### src/rtl/uart_transmitter_fifo_param.sv
// Buffered serial transmitter: a power-of-two TX FIFO feeding a framing FSM
// with run-time parity, stop-bit and baud-divisor selection latched per frame.
module uart_transmitter_fifo_param #(
    parameter int DATA_WIDTH = 8,
    parameter int FIFO_DEPTH = 64,
    parameter int BAUD_DIV_0 = 868,
    parameter int BAUD_DIV_1 = 434,
    parameter int BAUD_DIV_2 = 217,
    parameter int BAUD_DIV_3 = 109
) (
    input  logic                          clock,
    input  logic                          reset,
    input  logic [DATA_WIDTH-1:0]         data_in,
    input  logic                          write_enable,
    input  logic [$clog2(FIFO_DEPTH)-1:0] buffer_full_threshold,
    input  logic [1:0]                    baudrate_select,
    input  logic [1:0]                    parity_mode,
    input  logic                          stop_bits,
    input  logic                          overflow_clear,
    output logic                          buffer_full,
    output logic                          buffer_empty,
    output logic [$clog2(FIFO_DEPTH):0]   buffer_count,
    output logic                          overflow,
    output logic                          busy,
    output logic                          data_out
);

    localparam int AW      = $clog2(FIFO_DEPTH);
    localparam int IW      = $clog2(DATA_WIDTH);
    localparam int MAX_01  = (BAUD_DIV_0 > BAUD_DIV_1) ? BAUD_DIV_0 : BAUD_DIV_1;
    localparam int MAX_23  = (BAUD_DIV_2 > BAUD_DIV_3) ? BAUD_DIV_2 : BAUD_DIV_3;
    localparam int MAX_DIV = (MAX_01 > MAX_23) ? MAX_01 : MAX_23;
    localparam int BW      = $clog2(MAX_DIV);

    localparam logic [AW:0]   DEPTH_C  = (AW+1)'(FIFO_DEPTH);
    localparam logic [IW-1:0] LAST_BIT = IW'(DATA_WIDTH - 1);

    typedef enum logic [2:0] {IDLE, START, DATA, PARITY, STOP} state_t;

    // The bit-period counter runs from DIV-1 down to 0, so it holds DIV-1.
    function automatic logic [BW-1:0] reload_value(input logic [1:0] sel);
        case (sel)
            2'd0:    return BW'(BAUD_DIV_0 - 1);
            2'd1:    return BW'(BAUD_DIV_1 - 1);
            2'd2:    return BW'(BAUD_DIV_2 - 1);
            default: return BW'(BAUD_DIV_3 - 1);
        endcase
    endfunction

    logic [DATA_WIDTH-1:0] mem [FIFO_DEPTH];
    logic [AW-1:0]         wr_ptr;
    logic [AW-1:0]         rd_ptr;
    logic [AW:0]           count;
    logic [AW:0]           count_next;
    logic                  do_write;
    logic                  do_pop;
    logic                  frame_end;
    logic [DATA_WIDTH-1:0] head;

    state_t                state;
    logic [BW-1:0]         baud_cnt;
    logic                  bit_tick;
    logic [IW-1:0]         bit_idx;
    logic                  stop_idx;
    logic [DATA_WIDTH-1:0] shift;
    logic [1:0]            baud_sel_l;
    logic                  par_en;
    logic                  par_bit;
    logic                  two_stop;

    assign head      = mem[rd_ptr];
    assign bit_tick  = (baud_cnt == '0);
    assign frame_end = (state == STOP) && bit_tick && (!two_stop || stop_idx);
    // A new frame starts from IDLE or straight out of the last stop bit.
    assign do_pop    = (count != '0) && ((state == IDLE) || frame_end);
    assign do_write  = write_enable && (count != DEPTH_C);

    always_comb begin
        count_next = count;
        case ({do_write, do_pop})
            2'b10:   count_next = count + 1'b1;
            2'b01:   count_next = count - 1'b1;
            default: count_next = count;
        endcase
    end

    assign buffer_count = count;
    assign buffer_full  = (count >= {1'b0, buffer_full_threshold}) || (count == DEPTH_C);

    always_ff @(posedge clock) begin
        if (do_write) begin
            mem[wr_ptr] <= data_in;
        end
    end

    always_ff @(posedge clock or negedge reset) begin
        if (!reset) begin
            wr_ptr       <= '0;
            rd_ptr       <= '0;
            count        <= '0;
            buffer_empty <= 1'b1;
            overflow     <= 1'b0;
        end else begin
            if (do_write) begin
                wr_ptr <= wr_ptr + 1'b1;
            end
            if (do_pop) begin
                rd_ptr <= rd_ptr + 1'b1;
            end
            count        <= count_next;
            buffer_empty <= (count_next == '0);
            // A dropped write outranks a simultaneous clear.
            if (write_enable && (count == DEPTH_C)) begin
                overflow <= 1'b1;
            end else if (overflow_clear) begin
                overflow <= 1'b0;
            end
        end
    end

    always_ff @(posedge clock or negedge reset) begin
        if (!reset) begin
            state      <= IDLE;
            data_out   <= 1'b1;
            busy       <= 1'b0;
            baud_cnt   <= '0;
            bit_idx    <= '0;
            stop_idx   <= 1'b0;
            shift      <= '0;
            baud_sel_l <= 2'd0;
            par_en     <= 1'b0;
            par_bit    <= 1'b0;
            two_stop   <= 1'b0;
        end else if (do_pop) begin
            state      <= START;
            data_out   <= 1'b0;
            busy       <= 1'b1;
            baud_cnt   <= reload_value(baudrate_select);
            shift      <= head;
            baud_sel_l <= baudrate_select;
            par_en     <= parity_mode[0] ^ parity_mode[1];
            par_bit    <= (^head) ^ parity_mode[1];
            two_stop   <= stop_bits;
        end else if (state != IDLE) begin
            if (!bit_tick) begin
                baud_cnt <= baud_cnt - 1'b1;
            end else begin
                baud_cnt <= reload_value(baud_sel_l);
                case (state)
                    START: begin
                        state    <= DATA;
                        data_out <= shift[0];
                        shift    <= shift >> 1;
                        bit_idx  <= '0;
                    end
                    DATA: begin
                        if (bit_idx == LAST_BIT) begin
                            if (par_en) begin
                                state    <= PARITY;
                                data_out <= par_bit;
                            end else begin
                                state    <= STOP;
                                data_out <= 1'b1;
                                stop_idx <= 1'b0;
                            end
                        end else begin
                            data_out <= shift[0];
                            shift    <= shift >> 1;
                            bit_idx  <= bit_idx + 1'b1;
                        end
                    end
                    PARITY: begin
                        state    <= STOP;
                        data_out <= 1'b1;
                        stop_idx <= 1'b0;
                    end
                    STOP: begin
                        if (!frame_end) begin
                            stop_idx <= 1'b1;
                        end else begin
                            state <= IDLE;
                            busy  <= 1'b0;
                        end
                    end
                    default: begin
                        state    <= IDLE;
                        data_out <= 1'b1;
                        busy     <= 1'b0;
                    end
                endcase
            end
        end
    end

endmodule
### config.mk
export PLATFORM = sky130hd
export DESIGN_NAME = uart_transmitter_fifo_param
export DESIGN_NICKNAME = d
export VERILOG_FILES = /design/src/rtl/uart_transmitter_fifo_param.sv
export SDC_FILE = /design/constraint.sdc
export NUM_CORES = 1
export LEC_CHECK = 0
export CAP_MARGIN = 20
export CORE_MARGIN = 10
export CORE_UTILIZATION = 57
export DETAILED_ROUTE_END_ITERATION = 12
export MAX_ROUTING_LAYER = met4
export PLACE_DENSITY = 0.74
export SYNTH_ARGS = -nofsm -noshare
export SYNTH_HDL_FRONTEND = slang
export SYNTH_SLANG_ARGS = --single-unit
### constraint.sdc
create_clock -name clock -period 10.1 [get_ports clock]
set_clock_uncertainty 0.2 [all_clocks]
set_input_delay 2.02 -clock clock [delete_from_list [all_inputs] [get_ports clock]]
set_output_delay 2.02 -clock clock [all_outputs]
set_load 0.03 [all_outputs]
==> results.yml <==
cells_and_area:
  fin_area_um2: 25780
  num-fill-cells: 2686
  multi_input_area_um2: 6050
  layout_commonest_cell: "edfxtp_1"
  drive_above_1_share_pct: 19.73
  regArea_um2: 16710
  fin_nets: 1362
  syn_to_final_growth_pct: 11.13
  layout_common_cells: "512 x edfxtp_1, 134 x mux4_2, 95 x nor2_1"
cts:
  cts.clk_slew.worst_paths_ps: 60
  cts.htree.levels: 2
  root_buffer: "clkbuf_16"
  cts_setup_buffers: 0
  clk_latency_ps: 610
  cts_sinks: 565
  tritoncts: "built"
  hold_buffers: 0
  cts.repair.resized: 0
  cts_made_buffers: 55
  clockBufferDepth: 3
worst_setup_path:
  reg2reg_depth: 19
  crit_fanout: 1
  cp.required_ps: 7880
  critPathArrivalTime_ps: 4210
  cpPeakStageDelay_ps: 590
  r2r_setup_slack_ps: 4830
  reg2reg_to: "buffer_empty"
  cp.buffers_inverters: 2
  path_delay_family: "buffers and inverters"
  timing.rr.start: "baud_cnt[0]"
  path_class: "in2out"
  slowest_stage: "clkdlybuf4s50_1"
  endpoint_kind: "output port"
  start_kind: "input pin"
  cp_cell_sequence: "clkdlybuf4s50_1, ha_1, nand2b_1, a21o_1, a21o_1, a21oi_1, nor2b_1, o21ai_0, nand2_1, clkdlybuf4s50_1"
synthesis:
  yosys.area_share.simple_pct: 5.302
  async_reset_ff_share_pct: 9.381
  syn_nets: 1323
  syn_area_per_cell_um2: 18.22
  netlist_area_um2: 23200
  yosysWarnings: 0
  synth-xor-area-share_pct: 1.117
  synth_cell_types: 57
  synth_compound_area_share_pct: 3.770
  synthMuxAreaShare_pct: 14.43
  synthCells: 1273
  synth_seq_cells: 565
  synth_edf_count: 512
  synthFlopType: "edfxtp_1"
  synth_seq_area_share_pct: 72.01
  synth_fa_ha_area_share_pct: 1.456
  synth_top_family_by_area: "multiplexers"
place:
  placed_area_um2: 23890
  post-place-ws_ps: 3646
  place_congestion: 0.8560
  dp_hpwl_mm: 29.53
  portBuffers: 34
grt:
  grt_overflow: 0
  antenna_found_initial: 1
  grt_pass1_wl_mm: 76.90
  grt_max_degree: 65
  grt_pass1_vias: 12180
  grt_usage_pct: 20.97
timing:
  fin_crit_ps: 6428
  hold_violations: 0
  holdWs_ps: 286.2
  tightest_slew_ps: 1056
  worst_slack_ps: 3673
  drv_slew: 0
  fin_crit_sh_pct: 63.64
  rsz0062_at_grt: "no"
  maxSlewHeadroom_pct: 29.52
  setup_violations: 0
  max_freq_mhz: 155.6
  finalSetupTns_ps: 0
hold_path:
  whs_path_depth: 2
  worst_hold_startpoint: "par_bit"
  hp-class: "reg2reg"
  min_to: "par_bit"
power:
  totalPowerFinal_w: 0.006940
  leakage_nw: 8.449
  power_density_nw_per_um2: 269.2
  vdd.ir_drop.worst_v: 0.0001866
run:
  max-cap-violations: 0
floorplan:
  dieHeight_um: 221.7
  core.rowCount: 73
  io_pins: 35
  initial_core_util_pct: 57.98
  dieArea_um2: 49160
  die_x_um: 221.7
  core_um2: 40010
detailed_routing:
  first_pass_iters: 5
  wire_per_inst_um: 26.69
  num_vias: 11960
  vias_per_cell: 6.348
  ant_nets: 0
  drt_wl_total_mm: 50.29
  route.detailed.drc: 0
  drtIter0Drc: 1416
status:
  status: "finished clean"
-- cell usage after synthesis (4+ instances only) --
| cell | n | area share (%) |
|---|---|---|
| mux2_2 | 16 | 0.78 |
| and3_1 | 6 | 0.16 |
| nand2_1 | 69 | 1.1 |
| a211oi_1 | 6 | 0.19 |
| nand3b_1 | 5 | 0.16 |
| inv_1 | 23 | 0.37 |
| xnor2_1 | 17 | 0.64 |
| a21o_1 | 4 | 0.13 |
| nand3_1 | 14 | 0.30 |
| nand4_1 | 5 | 0.13 |
| o21a_1 | 5 | 0.16 |
| mux2i_1 | 15 | 0.65 |
| a22oi_1 | 15 | 0.49 |
| mux4_2 | 134 | 13 |
| nand2b_1 | 6 | 0.16 |
| and2_1 | 5 | 0.13 |
| o22ai_1 | 14 | 0.38 |
| dfrtp_1 | 51 | 5.5 |
| xor2_1 | 10 | 0.38 |
| ha_1 | 27 | 1.5 |
| o21ai_0 | 36 | 0.78 |
| edfxtp_1 | 512 | 66 |
| or3_1 | 4 | 0.11 |
| clkbuf_1 | 26 | 0.42 |
| buf_4 | 11 | 0.36 |
| nor3_1 | 10 | 0.22 |
| a21oi_1 | 32 | 0.69 |
| buf_6 | 5 | 0.24 |
| buf_1 | 8 | 0.13 |
| nor2b_1 | 16 | 0.43 |
| nor2_1 | 95 | 1.5 |
| nor4_1 | 12 | 0.32 |
| buf_2 | 18 | 0.39 |
| o211ai_1 | 5 | 0.16 |
-- report_power, final --
group	internal [W]	switching [W]	leakage [nW]	total, W
Sequential	0.00271	0.000207	5.24	0.00292
Combinational	0.000904	0.00107	2.33	0.00198
Clock	0.00117	0.000869	0.877	0.00204
-- state kept, by name, indices dropped and copies added, names as in the netlist, 2 cells and up --
register and count:
mem 512, baud_cnt 10, shift 8, buffer_count 7, rd_ptr 6, wr_ptr 6
bit_idx 3, state 3, baud_sel_l 2
-- stage by stage --
stage          util [%]  cells
2_1_floorplan         -   1273
3_3_place_gp      59.70   1775
3_5_place_dp      59.70   1775
4_1_cts           64.18   1878
5_1_grt           64.44   1884
6_report          64.44   1884
-- worst min-delay path: stages, from the launching register on --
cell	delay, ps
dfrtp_1	340
nand2_1	50
o21ai_1	60
-- layer usage --
layer | wire length [µm] | global-route usage, %
met5 | 0 | -
met4 | 1251 | 5.948
met3 | 4078 | 4.495
met2 | 24180 | 31.81
met1 | 20780 | 28.41
-- how the worst max path moves through the flow --
| stage | start | to | slack, ps | depth (start not counted) |
|---|---|---|---|---|
| detailed placement | buffer_full_threshold[0] | buffer_full | 3650 | 10 |
| global placement | buffer_full_threshold[0] | buffer_full | 3680 | 10 |
| global route | buffer_full_threshold[0] | buffer_full | 3520 | 10 |
| CTS | buffer_full_threshold[0] | buffer_full | 3650 | 10 |
| floorplan | buffer_full_threshold[0] | buffer_full | 4640 | 8 |
| finish | buffer_full_threshold[0] | buffer_full | 3670 | 10 |
-- logic make-up after synthesis --
| family | after synthesis |
|---|---|
| AO/OA/AOI/OAI | 139 |
| XOR/XNOR | 28 |
| adder cells (fa/ha/maj) | 27 |
| buffers and inverters | 91 |
| flip-flops | 565 |
| multiplexers | 165 |
| AND/OR/NAND/NOR | 258 |
-- area by class of cell --
cell class | instances | share of cell area [%]
Multi-Input combinational cell | 617 | 23.47
Tap cell | 525 | 2.548
Clock buffer | 67 | 5.596
Clock inverter | 36 | 1.349
Antenna cell | 1 | 0.009707
Timing Repair Buffer | 50 | 1.854
Sequential cell | 565 | 64.84
Inverter | 23 | 0.3349
(Power assumes the default switching activity.)
